**config.mk**
```make
export PLATFORM = sky130hd
export DESIGN_NAME = mem_access_arbiter
export DESIGN_NICKNAME = d
export VERILOG_FILES = /design/src/rtl/mem_access_arbiter.sv
export SDC_FILE = /design/constraint.sdc
export NUM_CORES = 1
export LEC_CHECK = 0
export CORE_MARGIN = 8
export CORE_UTILIZATION = 50
export DETAILED_ROUTE_END_ITERATION = 8
export DONT_BUFFER_PORTS = 1
export HOLD_SLACK_MARGIN = 0.15
export MAX_ROUTING_LAYER = met4
export PLACE_DENSITY_LB_ADDON = 0.1
export SLEW_MARGIN = 20
export SYNTH_ARGS = -nofsm -noshare
export SYNTH_HDL_FRONTEND = slang
export SYNTH_SLANG_ARGS = --single-unit
export TNS_END_PERCENT = 1
```
**constraint.sdc**
```tcl
create_clock -name clk -period 1.8 [get_ports clk]
set_input_delay 0.18 -clock clk [delete_from_list [all_inputs] [get_ports clk]]
set_output_delay 0.18 -clock clk [all_outputs]
set_load 0.03 [all_outputs]
```
**src/rtl/mem_access_arbiter.sv**
```systemverilog
// Two-port round-robin arbiter/sequencer driving a single-port memory (combinational read, synchronous write).
// Latency: request sampled in IDLE, memory pins driven the next cycle, ack one cycle after that (3-cycle access).
// Backpressure: a request is held until its ack; a losing request stays pending until the next IDLE.
// Optional build macro MEM_ARB_STATS_EN adds the saturating conflict_cnt output.
module mem_access_arbiter #(
    parameter int WORD_SIZE = 8,
    parameter int ADDR_SIZE = 8
) (
    input  logic                 clk,
    input  logic                 rst,
    input  logic                 req0,
    input  logic                 req1,
    input  logic                 we0,
    input  logic                 we1,
    input  logic [ADDR_SIZE-1:0] addr0,
    input  logic [ADDR_SIZE-1:0] addr1,
    input  logic [WORD_SIZE-1:0] wdata0,
    input  logic [WORD_SIZE-1:0] wdata1,
    output logic                 ack0,
    output logic                 ack1,
    output logic [WORD_SIZE-1:0] rdata,
    output logic [ADDR_SIZE-1:0] mem_address,
    output logic [WORD_SIZE-1:0] mem_data_in,
    output logic                 mem_write,
    input  logic [WORD_SIZE-1:0] mem_data_out
`ifdef MEM_ARB_STATS_EN
    ,
    output logic [7:0]           conflict_cnt
`endif
);

    typedef enum logic [1:0] {
        IDLE   = 2'd0,
        ACCESS = 2'd1,
        ACK    = 2'd2
    } state_t;

    state_t state;
    logic   last_grant;
    logic   gnt_port;
    logic   pick;

    // Round-robin choice: a lone request wins outright, a tie goes to the port not served last.
    always_comb begin
        pick = 1'b0;
        if (req0 && req1) begin
            pick = ~last_grant;
        end else begin
            pick = req1;
        end
    end

    // Sequencer: IDLE grants and loads the memory pins, ACCESS captures read data, ACK pulses completion.
    always_ff @(posedge clk or posedge rst) begin
        if (rst) begin
            state        <= IDLE;
            last_grant   <= 1'b1;
            gnt_port     <= 1'b0;
            ack0         <= 1'b0;
            ack1         <= 1'b0;
            rdata        <= '0;
            mem_address  <= '0;
            mem_data_in  <= '0;
            mem_write    <= 1'b0;
`ifdef MEM_ARB_STATS_EN
            conflict_cnt <= 8'd0;
`endif
        end else begin
            case (state)
                IDLE: begin
`ifdef MEM_ARB_STATS_EN
                    if (req0 && req1 && (conflict_cnt != 8'hFF)) begin
                        conflict_cnt <= conflict_cnt + 8'd1;
                    end
`endif
                    if (req0 || req1) begin
                        gnt_port    <= pick;
                        last_grant  <= pick;
                        mem_address <= pick ? addr1 : addr0;
                        mem_data_in <= pick ? wdata1 : wdata0;
                        mem_write   <= pick ? we1 : we0;
                        state       <= ACCESS;
                    end
                end
                ACCESS: begin
                    // mem_write still reflects the granted direction during this cycle.
                    if (!mem_write) begin
                        rdata <= mem_data_out;
                    end
                    mem_write <= 1'b0;
                    ack0      <= ~gnt_port;
                    ack1      <= gnt_port;
                    state     <= ACK;
                end
                ACK: begin
                    ack0  <= 1'b0;
                    ack1  <= 1'b0;
                    state <= IDLE;
                end
                default: begin
                    ack0      <= 1'b0;
                    ack1      <= 1'b0;
                    mem_write <= 1'b0;
                    state     <= IDLE;
                end
            endcase
        end
    end

endmodule
```
==> flow_summary.toml, run 1 <==
[clock_network]
tritoncts = "done"
htree_levels = 2
clk_pin_slew_ps = 100
clock_latency_ps = 330
cts.sinks = 31
cts_buffer_depth = 2
cts-root-buf = "clkbuf_4"
cts_made_buffers = 5
post_cts_buffers = 0

[die]
coreArea_mm2 = 0.00278
io_pins = 73
initial_utilization_pct = 53.1
die_area_mm2 = 0.00495
die-width_um = 70.3
die_h_um = 70.3
fp-row-count = 19

[worst_setup_path]
crit_start = "last_grant"
cpMostUsedCell = "mux2_4"
slowest_delay_ps = 550
crit_type = "register to register"
reg2reg_to = "mem_address[6]"
arrival_ps = 1790
cp_data_required_time_ps = 2010
setup.worst_path.end = "mem_address[6]"
path_cells = "a21bo_1, buf_4, mux2_4, mux2_4"
reg2reg_slack_ps = 220
slowest_stage = "dfstp_2"
reg2regPathDepth = 4
critPathBufInv = 1
worstSetupPathDepth = 4
crit_fanout = 10
critPathCaptureType = "register"
critical_path.top_delay_family = "multiplexers"
r2r-start = "last_grant"
startpoint_type = "register"

[sta]
setup_ws_ps = 221
fin_skew_ps = 5.25
hold_viol = 0
maxSlewViolCount = 0
setup_tns_ps = 0
min_period_ps = 1580
clock.fmax_mhz = 633
finalSetupViolCount = 0
post-route-period-util_pct = 87.7
rsz0062_at_grt = "no"
tightestPinTransition_ps = 426
slew_headroom_pct = 71.5

[finish]
layout-drive-gt1-share_pct = 38.4
postLayoutCellArea_mm2 = 0.00206
nFillCells = 174
mostFrequentLayoutCells = "46 x dlygate4sd3_1, 30 x dfrtp_1, 25 x mux2_2"
layout.nets = 196
layout_commonest_cell = "dlygate4sd3_1"
syn_to_final_growth_pct = 39.3
num_antenna_cells = 0

[route]
ant_nets = 0
wl_per_cell_um = 18.4
drtIter0Drc = 12
via_per_inst = 5.16
vias = 940
wirelength_um = 3350
dr.pass1.iters = 3
route.detailed.drc = 0

[placed_design]
placed_area_mm2 = 0.00151
dp_hpwl_um = 2250
place_congestion = 0.636
portBuffers = 0
pre_cts_slack_ps = 239

[flow_run]
cap_violations = 0

[global_route]
overflow = 0
grt_pass1_wl_um = 5470
antenna_found_initial = 0
grt_pass1_vias = 1057
grt_max_degree = 13
grtUsageTotal_pct = 14.3

[power_and_ir_drop]
pwr-share-seq_pct = 55.5
swShare_pct = 41.8
combPwrFrac_pct = 28.4
p_per_area_mw_per_mm2 = 1710
switching_power_w = 0.00147
ir_worst_vdd_v = 0.00135
p_leak_nw = 0.922
total_power_w = 0.00352
clockPowerShare_pct = 16.1
intPower_w = 0.00205

[synth]
syn_inst = 96
synth_area_leaders = "dfrtp_1 51%, mux2_2 19%, mux2_4 16%"
synth_nets = 142
ys_seq_area_share_pct = 52.6
syn_area_per_cell_um2 = 15.4
syn_area_mm2 = 0.00148
synth_largest_area_cell = "dfrtp_1"
ys_types = 18
synth_top_area_share_pct = 50.8
ys_ff_latch = 31
synth_warnings = 0

[hold_path]
hold_path.class = "input port to async pin"

[status]
status = "finished clean"
[registers in the layout (all words and copies together), names as in the netlist]
| register | cells |
|---|---|
| state | 2 |
| gnt_port | 1 |
| ack1 | 1 |
| mem_address | 8 |
| rdata | 8 |
| last_grant | 1 |
| mem_write | 1 |
| mem_data_in | 8 |
| ack0 | 1 |
[final cells by class]
class | instances | area [um^2] | area share, %
tap | 31 | 38.8 | 1.89
clock buffer | 6 | 51.3 | 2.49
multi-input combinational | 57 | 634 | 30.8
sequential | 31 | 777 | 37.8
timing repair buffer | 53 | 513 | 24.9
clock inverter | 2 | 35.0 | 1.70
inverter | 2 | 7.51 | 0.365
[power groups by stage]
stage                     logic [W]  clock network, W  registers (W)
final                       0.00100          0.000568        0.00195
after floorplan            0.000867                 0        0.00185
after detailed placement   0.000914                 0        0.00198
after CTS                   0.00101          0.000585        0.00197
after global routing        0.00109          0.000618        0.00201
after global placement     0.000881                 0        0.00198
[worst reg2reg max path, delay by kind of cell, from the launching register on]
kind / cells / cell delay (ps)
buf+inv: 1 / 220
compound gates: 1 / 120
flops: 1 / 550
mux: 2 / 580
[timing repair]
item / 4_1_cts / 5_1_grt
hold endpoints to repair: 56 / 0
resized for setup: 0 / 0
hold buffers: 46 / 0
endpoints found under the setup margin: 0 / 0
[logic make-up (layout without fill, tap and decap cells)]
logic type	Yosys count	in the layout	share of synthesized area, %
muxes	43	43	36.7
DFF	31	31	52.6
and+or+nand+nor	9	9	3.64
buffers and inverters	8	63	4.41
AOI/OAI and AO/OA	5	5	2.63
[synthesized netlist by cell type]
library cell / count
dfrtp_1: 30
mux2_2: 25
mux2_4: 16
nor2_1: 5
buf_2: 3
buf_6: 2
inv_1: 2
mux2i_1: 2
nor2b_1: 2
a21bo_1: 1
a21oi_1: 1
a31oi_1: 1
buf_12: 1
dfstp_2: 1
nand2b_1: 1
nor3_4: 1
o2bb2ai_1: 1
o32ai_1: 1
[through the flow]
stage	hold slack, ps	utilization (%)	cells
2_1_floorplan	250	-	96
3_5_place_dp	97.9	54.3	128
3_3_place_gp	82.6	54.3	128
4_1_cts	282	74.0	182
6_report	284	74.0	182
5_1_grt	307	74.0	182
[routing by layer]
layer	vias to the layer above	wire [um]	GRT usage, %
met3	5	335	7.91
met4	0	48	4.69
met5	-	0	-
li1	449	-	-
met2	44	1630	22.5
met1	442	1330	14.7
[worst min-delay path by stage]
stage | from | slack, ps | cells after the start | endpoint
5_1_grt | rst | 310 | 2 | state[1]
4_1_cts | rst | 280 | 2 | state[1]
3_3_place_gp | rst | 80 | 1 | mem_address[5]
2_1_floorplan | req0 | 250 | 1 | last_grant
6_report | rst | 280 | 2 | state[1]
3_5_place_dp | rst | 100 | 1 | mem_address[5]
No activity file was read; power rests on OpenSTA's default activity.
==> inputs of run 2 (changes only) <==
- ABC_AREA: unset -> 1
- MAX_ROUTING_LAYER: met4 -> unset
==> run 2 against run 1 <==
  * Sequential cell count unchanged
  * Die area rose by 3.6%
  * Cell count up 58%
  * Critical path type unchanged
  * Routed wire length grew 32%
  * Combinational power hardly changed
  * Clock skew up 2.3 ps
  * Setup slack improved by 120 ps
  * Highest routed layer unchanged
  * Utilization down 5.1 points
==> flow_summary.toml, run 2 <==
[synth]
ys_async_sr_fraction_pct = 100
syn_inst = 205
synth_top_area_share_pct = 48.6
syn_area_per_cell_um2 = 7.54
yosysMostFrequentCell = "nand2_1"
ys_seq_area_share_pct = 50.3
synth_nets = 251
ys_types = 16
synth_top_flop_cell = "dfrtp_1"
syn_area_mm2 = 0.00155
ys_ff_latch = 31
synth_warnings = 0
synth_area_leaders = "dfrtp_1 49%, nand2_1 18%, nand3_1 14%"
synthTopCellsByCount = "73 x nand2_1, 42 x nand3_1, 38 x inv_1"
synth-edff-count = 0
synth_largest_area_cell = "dfrtp_1"

[sta]
clock.fmax_mhz = 683
hold_viol = 0
tightestPinTransition_ps = 694
setup_ws_ps = 336
min_period_ps = 1460
post-route-period-util_pct = 81.3
slew_headroom_pct = 53.8
maxSlewViolCount = 0
finalSetupViolCount = 0
fin_skew_ps = 7.59
setup_tns_ps = 0
rsz0062_at_grt = "no"

[worst_setup_path]
critical_path.top_delay_family = "simple AND/OR/NAND/NOR gates"
cp_data_required_time_ps = 2030
slowest_stage = "dfstp_2"
slowest_delay_ps = 550
crit_fanout = 19
critPathCaptureType = "register"
startpoint_type = "register"
path_cells = "nand2_2, nand2_2, nand2_1, nand3_2, nand2_1"
crit_type = "register to register"
arrival_ps = 1690
critPathBufInv = 0

[route]
wl_per_cell_um = 15.4
wirelength_um = 4430
ant_nets = 0
dr.pass1.iters = 4
drtIter0Drc = 64
route.detailed.drc = 0
via_per_inst = 5.11
vias = 1473

[power_and_ir_drop]
ir_worst_vdd_v = 0.000845
clockPowerShare_pct = 14.1
pwr-share-seq_pct = 56.4
p_leak_nw = 1.16
switching_power_w = 0.00167
p_per_area_mw_per_mm2 = 1590
swShare_pct = 50.7
intPower_w = 0.00162
combPwrFrac_pct = 29.5

[die]
die_h_um = 71.6
io_pins = 73
initial_utilization_pct = 51.5
die_area_mm2 = 0.00513
fp-row-count = 20
die-width_um = 71.6
coreArea_mm2 = 0.00300

[finish]
postLayoutCellArea_mm2 = 0.00207
num_antenna_cells = 0
nFillCells = 250
layout-drive-gt1-share_pct = 7.06
syn_to_final_growth_pct = 33.8
layout_commonest_cell = "nand2_1"
layout.nets = 300
largest_registers = "mem_address x8, mem_data_in x8, rdata x8"
mostFrequentLayoutCells = "73 x nand2_1, 44 x dlygate4sd3_1, 42 x nand3_1"

[placed_design]
placed_area_mm2 = 0.00155
dp_hpwl_um = 2850
pre_cts_slack_ps = 360
portBuffers = 0
place_congestion = 0.700

[clock_network]
cts_made_buffers = 5
tritoncts = "done"
clock_latency_ps = 330
cts-root-buf = "clkbuf_4"
clk_pin_slew_ps = 90
htree_levels = 2
cts_buffer_depth = 2
cts.sinks = 31
post_cts_buffers = 0

[hold_path]
hold_path.class = "input port to async pin"

[global_route]
grt_max_degree = 24
overflow = 0
grtUsageTotal_pct = 17.6
grt_pass1_wl_um = 7100
grt_pass1_vias = 1504
antenna_found_initial = 0

[status]
status = "finished clean"

[flow_run]
cap_violations = 0
[run 2: changes by cell type after synthesis, moves of 2 or more]
cell     change
o21ai_0      +4
buf_2        -2
inv_2        +2
buf_4        +3
nand3_1     +42
nor2_1       -2
inv_1       +36
nand2_2      +2
mux2_4      -16
mux2_2      -25
nor2b_1      -2
mux2i_1      -2
nand2_1     +73
[run 2: worst paths after layout]
kind / startpoint / end / slack (ps) / cells after the start
worst max-delay path: last_grant / mem_data_in[4] / 340 / 5
worst min register to register: gnt_port / ack0 / 460 / 1
worst max register to register: last_grant / mem_data_in[4] / 340 / 5
max in group asynchronous: rst / last_grant / 900 / 3
worst min-delay path: rst / mem_address[7] / 240 / 2
min in group clk: req1 / mem_data_in[5] / 280 / 4
[run 2: power groups by stage]
stage                     sequential, W  clock [W]  combinational [W]
after floorplan                 0.00181          0           0.000750
after detailed placement        0.00188          0           0.000882
after global routing            0.00190   0.000493            0.00112
after CTS                       0.00187   0.000477           0.000966
final                           0.00186   0.000464           0.000970
after global placement          0.00187          0           0.000838
[run 2: stage by stage]
step	std cells	utilization, %	hold WS [ps]	total power, W
finish	288	68.9	239	0.00329
global route	288	68.9	278	0.00352
CTS	288	68.8	240	0.00331
detailed placement	235	51.5	49.4	0.00276
global placement	235	51.5	43.8	0.00271
floorplan	205	-	283	0.00256
[run 2: timing repair]
item	4_1_cts	5_1_grt
endpoints found under the hold margin	57	0
setup endpoints to repair	0	17
hold buffers	45	0
resized for setup	0	1
[run 2: metal layers]
layer / up-vias / wire length (um) / global-route usage [%]
li1: 714 / - / -
met1: 678 / 1650 / 17.8
met2: 64 / 2230 / 29.7
met3: 17 / 410 / 8.51
met4: 0 / 142 / 8.16
met5: - / 0 / 0
[run 2: cell type report]
type                       count  area, um^2  area share [%]
timing repair buffer          49         483            23.4
tap                           33        41.3            2.00
sequential                    31         777            37.6
clock buffer                   8        68.8            3.33
multi-input combinational    126         544            26.3
inverter                      41         154            7.44
[run 2: cell families after synthesis]
kind of cell	after synthesis	synth area share, %
flip-flops	31	50.3
AO/OA/AOI/OAI	4	1.30
buffers and inverters	48	14.5
AND/OR/NAND/NOR	122	33.9
